### src/rtl/issue_ctl.sv
// Dual-issue scheduler between the decode register and the two EX lanes.
// Splits a pair when intra-pair, structural or load-use hazards block dual issue.

package issue_pkg;
    typedef struct packed {
        logic rs1;
        logic rs2;
        logic rd;
        logic lsu;
        logic bru;
    } enable_pkt_t;

    typedef enum logic {
        PAIR = 1'b0,
        TAIL = 1'b1
    } state_t;
endpackage

module issue_ctl
    import issue_pkg::*;
#(
    parameter int LOAD_LAT = 2,
    parameter int SB_W     = (LOAD_LAT > 1) ? $clog2(LOAD_LAT) : 1
) (
    input  logic        clk,
    input  logic        rst_n,
    input  logic        flush,
    input  logic        dec_valid,
    output logic        dec_ready,
    input  enable_pkt_t s0_en,
    input  logic [4:0]  s0_rs1,
    input  logic [4:0]  s0_rs2,
    input  logic [4:0]  s0_rd,
    input  enable_pkt_t s1_en,
    input  logic [4:0]  s1_rs1,
    input  logic [4:0]  s1_rs2,
    input  logic [4:0]  s1_rd,
    input  logic        ex_ready,
    output logic        iss0_valid,
    output logic        iss0_slot,
    output logic        iss1_valid
);

    localparam logic [SB_W-1:0] SB_SET = SB_W'(LOAD_LAT - 1);

    state_t            state;
    state_t            state_nxt;
    logic [SB_W-1:0]   sb [32];
    logic [31:0]       busy;
    logic              hz0;
    logic              hz1;
    logic              hz_pair;
    logic              ld_vld;
    logic [4:0]        ld_rd;
    enable_pkt_t       lane0_en;
    logic [4:0]        lane0_rd;
    logic              s1_bru_unused;

    // A slot is blocked if it reads or overwrites a register with a load still in flight.
    function automatic logic hz_sb(input enable_pkt_t en, input logic [4:0] rs1,
                                   input logic [4:0] rs2, input logic [4:0] rd,
                                   input logic [31:0] bsy);
        return (en.rs1 && bsy[rs1]) || (en.rs2 && bsy[rs2]) || (en.rd && bsy[rd]);
    endfunction

    always_comb begin
        busy = '0;
        for (int i = 1; i < 32; i++) busy[i] = (sb[i] != '0);
    end

    assign hz0 = hz_sb(s0_en, s0_rs1, s0_rs2, s0_rd, busy);
    assign hz1 = hz_sb(s1_en, s1_rs1, s1_rs2, s1_rd, busy);

    // Nothing is ever paired behind a branch; slot 1 cannot see slot 0's result in the same cycle.
    assign hz_pair = (s0_en.rd && (s0_rd != 5'd0) &&
                      ((s1_en.rs1 && (s1_rs1 == s0_rd)) || (s1_en.rs2 && (s1_rs2 == s0_rd))))
                   || (s0_en.lsu && s1_en.lsu)
                   || s0_en.bru;

    assign s1_bru_unused = s1_en.bru;

    always_comb begin
        state_nxt  = state;
        iss0_valid = 1'b0;
        iss0_slot  = 1'b0;
        iss1_valid = 1'b0;
        dec_ready  = 1'b0;
        if (flush) begin
            dec_ready = 1'b1;
            state_nxt = PAIR;
        end else if (dec_valid && ex_ready) begin
            case (state)
                PAIR: begin
                    if (!hz0) begin
                        iss0_valid = 1'b1;
                        if (!hz_pair && !hz1) begin
                            iss1_valid = 1'b1;
                            dec_ready  = 1'b1;
                        end else begin
                            state_nxt = TAIL;
                        end
                    end
                end
                TAIL: begin
                    if (!hz1) begin
                        iss0_valid = 1'b1;
                        iss0_slot  = 1'b1;
                        dec_ready  = 1'b1;
                        state_nxt  = PAIR;
                    end
                end
                default: state_nxt = PAIR;
            endcase
        end
    end

    // At most one load issues per cycle, so a single set port covers both lanes.
    assign lane0_en = iss0_slot ? s1_en : s0_en;
    assign lane0_rd = iss0_slot ? s1_rd : s0_rd;

    always_comb begin
        ld_vld = 1'b0;
        ld_rd  = 5'd0;
        if (iss0_valid && lane0_en.lsu && lane0_en.rd && (lane0_rd != 5'd0)) begin
            ld_vld = 1'b1;
            ld_rd  = lane0_rd;
        end else if (iss1_valid && s1_en.lsu && s1_en.rd && (s1_rd != 5'd0)) begin
            ld_vld = 1'b1;
            ld_rd  = s1_rd;
        end
    end

    always_ff @(posedge clk or negedge rst_n) begin
        if (!rst_n) begin
            state <= PAIR;
        end else begin
            state <= state_nxt;
        end
    end

    // Counters keep draining on stalls and flushes; in-flight loads still complete.
    always_ff @(posedge clk or negedge rst_n) begin
        if (!rst_n) begin
            for (int i = 0; i < 32; i++) sb[i] <= '0;
        end else begin
            sb[0] <= '0;
            for (int i = 1; i < 32; i++) begin
                if (ld_vld && (ld_rd == 5'(i))) begin
                    sb[i] <= SB_SET;
                end else if (sb[i] != '0) begin
                    sb[i] <= sb[i] - SB_W'(1);
                end
            end
        end
    end

endmodule

### config.mk
export PLATFORM = sky130hd
export DESIGN_NAME = issue_ctl
export DESIGN_NICKNAME = d
export VERILOG_FILES = /design/src/rtl/issue_ctl.sv
export SDC_FILE = /design/constraint.sdc
export NUM_CORES = 1
export LEC_CHECK = 0
export CORE_MARGIN = 5
export CORE_UTILIZATION = 28
export CTS_CLUSTER_DIAMETER = 30
export DETAILED_ROUTE_END_ITERATION = 8
export PLACE_DENSITY = 0.45
export SLEW_MARGIN = 20
export SYNTH_ARGS = -nofsm -noshare
export SYNTH_HDL_FRONTEND = slang
export SYNTH_SLANG_ARGS = --single-unit
### constraint.sdc
create_clock -name clk -period 3 [get_ports clk]
set_input_delay 0.3 -clock clk [delete_from_list [all_inputs] [get_ports clk]]
set_output_delay 0.3 -clock clk [all_outputs]
set_load 0.01 [all_outputs]
# --- Yosys cells after proc, flatten, opt, wreduce, memory -nomap -nowiden ---
# Cells that the tools add are included.
totals:
  register_bits: 32
  out_inout_bits: 4
  word_cells: 268
  in_bits: 45
op_classes:
  n_reduce_logical: 63
  n_addsub: 31
  mux: 102
  n_bitwise: 1
  n_lt_le_gt_ge: 6
  n_eq_ne: 33
op_table:
  columns: ["cell", "n"]
  rows:
  - ["$mux 1", 89]
  - ["$eq 5x5->1 const B", 16]
  - ["$logic_and 1x1->1", 50]
  - ["$eq 5x4->1 const B", 8]
  - ["$lt 5x6->1 const B", 6]
  - ["$sub 1x1->1 const B", 31]
  - ["$bmux 1 s5", 6]
  - ["$eq 5x3->1 const B", 4]
  - ["$mux 5", 3]
  - ["$reduce_bool 5->1", 3]
  - ["$eq 5x2->1 const B", 2]
  - ["$eq 5x5->1", 2]
  - ["$logic_or 1x1->1", 7]
  - ["$pmux 1 s2", 3]
  - ["$eq 5x1->1 const B", 1]
  - ["$mux 3", 1]
  - ["$logic_not 1->1", 2]
  - ["$reduce_bool 2->1", 1]
  - ["$not 1->1", 1]

# --- Logic depth before layout (Yosys ltp) ---
depth:
  ltp_word: 21
  ltp_mapped: 12
  depth_no_buf: 8

# --- Worst setup path before layout ---
# OpenSTA, ideal clock, no wires.
synth_path:
  path_type: "input to register"
  from: "input s0_rs2[0]"
  to: "register sb, in the netlist busy[27]"
  slack_ns: 0.076
  t_required_ns: 2.919
  arrival_time_ns: 2.843
  path_stages: 10
  path_cell_list: "clkbuf_1 mux4_2 mux2i_1 nand3_1 and4b_1 o41a_1 or3_4 o2bb2a_4 buf_6 nor3_2"
synth_via:
  elab_chain_len: 17
  elab_cells_between_ends: 26
  classes_between: "eq/ne: 1; mux: 15; reduce/logical: 10"
synth_rtl:
  columns: ["item", "line_no", "rtl"]
  rows:
  - ["start, declared", "32", "input logic [4:0] s0_rs2,"]
  - ["$bmux 1 s5 (*)", "63", "return (en.rs1 && bsy[rs1]) || (en.rs2 && bsy[rs2]) || (en.rd && bsy[rd]);"]
  - ["$mux 1 (implied by the code) (*)", "63", null]
  - ["$logic_and 1x1->1 (*)", "63", null]
  - ["$logic_or 1x1->1 (*) (2 in a row)", "63", null]
  - ["$mux 1", "94", "if (!hz0) begin"]
  - ["$mux 1", "92", "case (state)"]
  - ["$mux 1", "91", "end else if (dec_valid && ex_ready) begin"]
  - ["$mux 1", "88", "if (flush) begin"]
  - ["$logic_and 1x1->1 (3 in a row)", "127", "end else if (iss1_valid && s1_en.lsu && s1_en.rd && (s1_rd != 5'd0)) begin"]
  - ["$mux 5", "127", null]
  - ["$mux 5", "124", "if (iss0_valid && lane0_en.lsu && lane0_en.rd && (lane0_rd != 5'd0)) begin"]
  - ["$eq 5x5->1", "148", "if (ld_vld && (ld_rd == 5'(i))) begin"]
  - ["$logic_and 1x1->1 (*)", "148", null]
  - ["$mux 1 (*)", "148", null]
  - ["end signal, assigned by index", "151", "sb[i] <= sb[i] - SB_W'(1);"]
  - ["end, declared", "48", "logic [SB_W-1:0] sb [32];"]
# Every way passes the cells marked *; elsewhere a longest branch is shown, timed or not. The select of a mux whose other input is x is not followed.
# A chain may end at the register's enable or synchronous reset.

# --- Final worst setup path ---
layout_path:
  from: "register sb, in the netlist busy[3]"
  to: "register sb, in the netlist busy[26]"
layout_via:
  elab_chain_len: 20
  elab_cells_between_ends: 53
  classes_between: "eq/ne: 1; mux: 32; reduce/logical: 20"
layout_rtl:
  columns: ["item", "line_no", "rtl"]
  rows:
  - ["$bmux 1 s5", "63", null]
  - ["$mux 1 (implied by the code)", "63", null]
  - ["$logic_and 1x1->1", "63", null]
  - ["$logic_or 1x1->1 (2 in a row)", "63", null]
  - ["$logic_not 1->1", null, null]
  - ["$logic_and 1x1->1", "96", "if (!hz_pair && !hz1) begin"]
  - ["$mux 1", "96", null]
  - ["$mux 1", "94", null]
  - ["$mux 1", "92", null]
  - ["$mux 1", "91", null]
  - ["$mux 1", "88", null]
  - ["$logic_and 1x1->1 (3 in a row)", "127", null]
  - ["$mux 5", "127", null]
  - ["$mux 5", "124", null]
  - ["$eq 5x5->1", "148", null]
  - ["$logic_and 1x1->1 (*)", "148", null]
  - ["$mux 1 (*)", "148", null]
# Marks and branches as above.

==> impl_metrics.json <==
{
  "outcome": "finished clean",
  "io_pins": 49,
  "ant_nets": 0,
  "grt_pass1_vias": 3443,
  "place_ws_ps": -712,
  "yosysMostFrequentCell": "dfrtp_1",
  "routed_wl_um": 13700,
  "dr.max_layer_used": "met4",
  "antenna_cells": 0,
  "core_mm2": 0.0120,
  "grtUsageTotal": 0.185,
  "slowest_delay_ps": 470,
  "regToRegSetupSlack_ps": 30,
  "worst_pin_slew_ps": 412,
  "dr_wl_met3_um": 986,
  "max_freq_ghz": 0.337,
  "clkTransAtPathRegs_ps": 50,
  "end_kind": "flop",
  "yosys_warnings": 0,
  "viasPerCell": 5.62,
  "final_cells": 612,
  "row_count": 40,
  "hold_viol": 0,
  "synth_top_cells_by_count": "dfrtp_1 (32), mux4_2 (30), mux2i_1 (27)",
  "avgRoutedWirePerCell_um": 22.4,
  "synthTopCellsByArea": "dfrtp_1 (23%), mux4_2 (20%), mux2i_1 (7.9%), nor3_2 (3.8%), mux2_2 (3.3%)",
  "die_h_um": 120,
  "max_cap_violations": 0,
  "nets": 509,
  "slew_violations": 0,
  "synth_area_leader_cell": "dfrtp_1",
  "yosys_register_bits": 32,
  "irDropWorstVdd_mv": 0.213,
  "postSynthCellCount": 335,
  "rsz0062_at_grt": "yes",
  "dp.cells": 585,
  "reg2reg_from": "busy[3]$_DFF_PN0_",
  "clock_sinks": 32,
  "cp.arrival_ps": 3110,
  "grt.overflow.total": 0,
  "grt_max_degree": 33,
  "vias": 3439,
  "worst_setup_path_start_kind": "flop",
  "multi_input_area_mm2": 0.00282,
  "hold_class": "input pin to async pin",
  "finClkSkew_ps": 4.86,
  "crit_buf_inv": 1,
  "drtIter0Drc": 191,
  "slowest_stage": "mux4_2",
  "p_leak_uw": 0.00216,
  "synth_ff_type": "dfrtp_1",
  "max_slew_margin": 0.725,
  "cp_data_required_time_ps": 3140,
  "drc_errors": 0,
  "regArea_um2": 812,
  "cts.path.max_buffers": 2,
  "die-width_um": 120,
  "firstDrtPassIters": 4,
  "synth_area_mm2": 0.00341,
  "clockRootBuffer": "clkbuf_16",
  "antenna_found_initial": 0,
  "cts_tree": "yes",
  "synth_top_area_share": 0.235,
  "stdcell_area_mm2": 0.00540,
  "placed_area_mm2": 0.00465,
  "cp_cell_sequence": "mux4_2 -> o2bb2ai_2 -> o41ai_2 -> and4b_2 -> or3_4 -> or2_4 -> buf_6 -> o22ai_4 -> nor3_2",
  "setup_violations": 0,
  "h-tree-depth": 2,
  "post-route-util": 0.451,
  "grt_pass1_wl_um": 20700,
  "drive_gt1_frac": 0.510,
  "fin_crit_ps": 2970,
  "crit_start": "busy[3]$_DFF_PN0_",
  "synth.avg_cell_area_um2": 10.2,
  "fin_ws_ps": 28.7,
  "place_congestion": 0.881,
  "dr_wl_met2_um": 6660,
  "portBuffers": 47,
  "design.die.area_mm2": 0.0145,
  "nFillCells": 1162,
  "wl_met1_um": 5940,
  "path_class": "flop to flop",
  "synth_fp_nets": 380,
  "initial_core_util": 0.285,
  "critical-path-top-delay-family": "simple AND/OR/NAND/NOR gates",
  "dp_hpwl_um": 9700,
  "numCtsBuffers": 5,
  "period_share": 0.990,
  "cp_max_fo": 8,
  "synth.distinct_cells": 58,
  "clk_latency_ps": 270,
  "area_delta_synth_final_pct": 58.2,
  "power_density_mw_per_mm2": 258,
  "ys_async_sr_fraction": 1.00,
  "hold_buffers": 0,
  "yosysSeqAreaShare": 0.235,
  "synth_edf_count": 0
}
cell type report:
type / count / share of cell area
clock buffer: 5 / 0.0232
sequential: 32 / 0.150
timing repair buffer: 148 / 0.254
inverter: 13 / 0.00904
tap: 147 / 0.0341
multi-input combinational: 264 / 0.522
clock inverter: 3 / 0.00788
cells in the final DEF, fill, tap and decap left out, types with 3 or more instances in the layout:
cell / instances
buf_6: 8
nand4_1: 5
xnor2_1: 10
buf_4: 83
clkdlybuf4s50_1: 34
dlymetal6s2s_1: 4
nand3b_1: 4
nor3_1: 9
nor4_4: 3
a22oi_1: 5
nand3_1: 8
dlygate4sd2_1: 3
a221oi_2: 3
inv_1: 13
mux2_2: 10
mux2i_1: 25
dfrtp_1: 23
buf_2: 3
nor2b_1: 11
a22oi_2: 3
nand2_1: 12
mux4_2: 30
dfrtp_2: 9
o211ai_1: 5
a21oi_1: 6
nand2b_1: 9
nor3_2: 25
clkbuf_16: 6
buf_12: 9
o22ai_2: 3
o22ai_4: 4
o21ai_0: 3
nor2_1: 14
stage by stage:
step                      hold WS (ps)  total power [uW]  TNS [ps]
after global routing               485              1460     -2380
after global placement             701               785    -20450
after CTS                          452              1380         0
final                              432              1400         0
after detailed placement           695               787    -22100
after floorplan                   4.41               605         0
flip-flops by register name, indices dropped and copies added, names as in the netlist:
signal / count
busy: 31
state: 1
path summary, 6_finish.rpt:
path	endpoint	cells past startpoint
worst max-delay path	busy[26]$_DFF_PN0_	9
worst min-delay path	busy[12]$_DFF_PN0_	2
worst max register to register	busy[26]$_DFF_PN0_	9
worst min register to register	state$_DFFE_PN0P_	2
max in group asynchronous	busy[24]$_DFF_PN0_	2
min in group clk	state$_DFFE_PN0P_	2
where the power goes:
| part | internal (uW) | switching, uW | total [uW] |
|---|---|---|---|
| clock network | 389 | 174 | 564 |
| registers | 433 | 2.41 | 436 |
| logic | 205 | 192 | 397 |
| total | 1030 | 368 | 1400 |
logic make-up (layout without fill, tap and decap cells):
kind of cell,after synthesis,in the layout,share of synthesized area
AND/OR/NAND/NOR,122,122,0.219
multiplexers,67,67,0.310
XOR/XNOR,10,10,0.0256
AO/OA/AOI/OAI,64,65,0.155
buffers and inverters,40,169,0.0561
flip-flops,32,32,0.235
repair_timing:
action,4_1_cts,5_1_grt
buffers inserted,3,14
endpoints found under the setup margin,35,35
gates resized for setup,61,50
pin swaps,9,23
gates cloned,0,2
routing by layer:
layer  vias up  global-route usage
li1       1579                   -
met1      1729               0.256
met2       118               0.301
met3        13              0.0426
met4         0              0.0319
met5         -                   0
No activity file was read; power rests on OpenSTA's default activity.
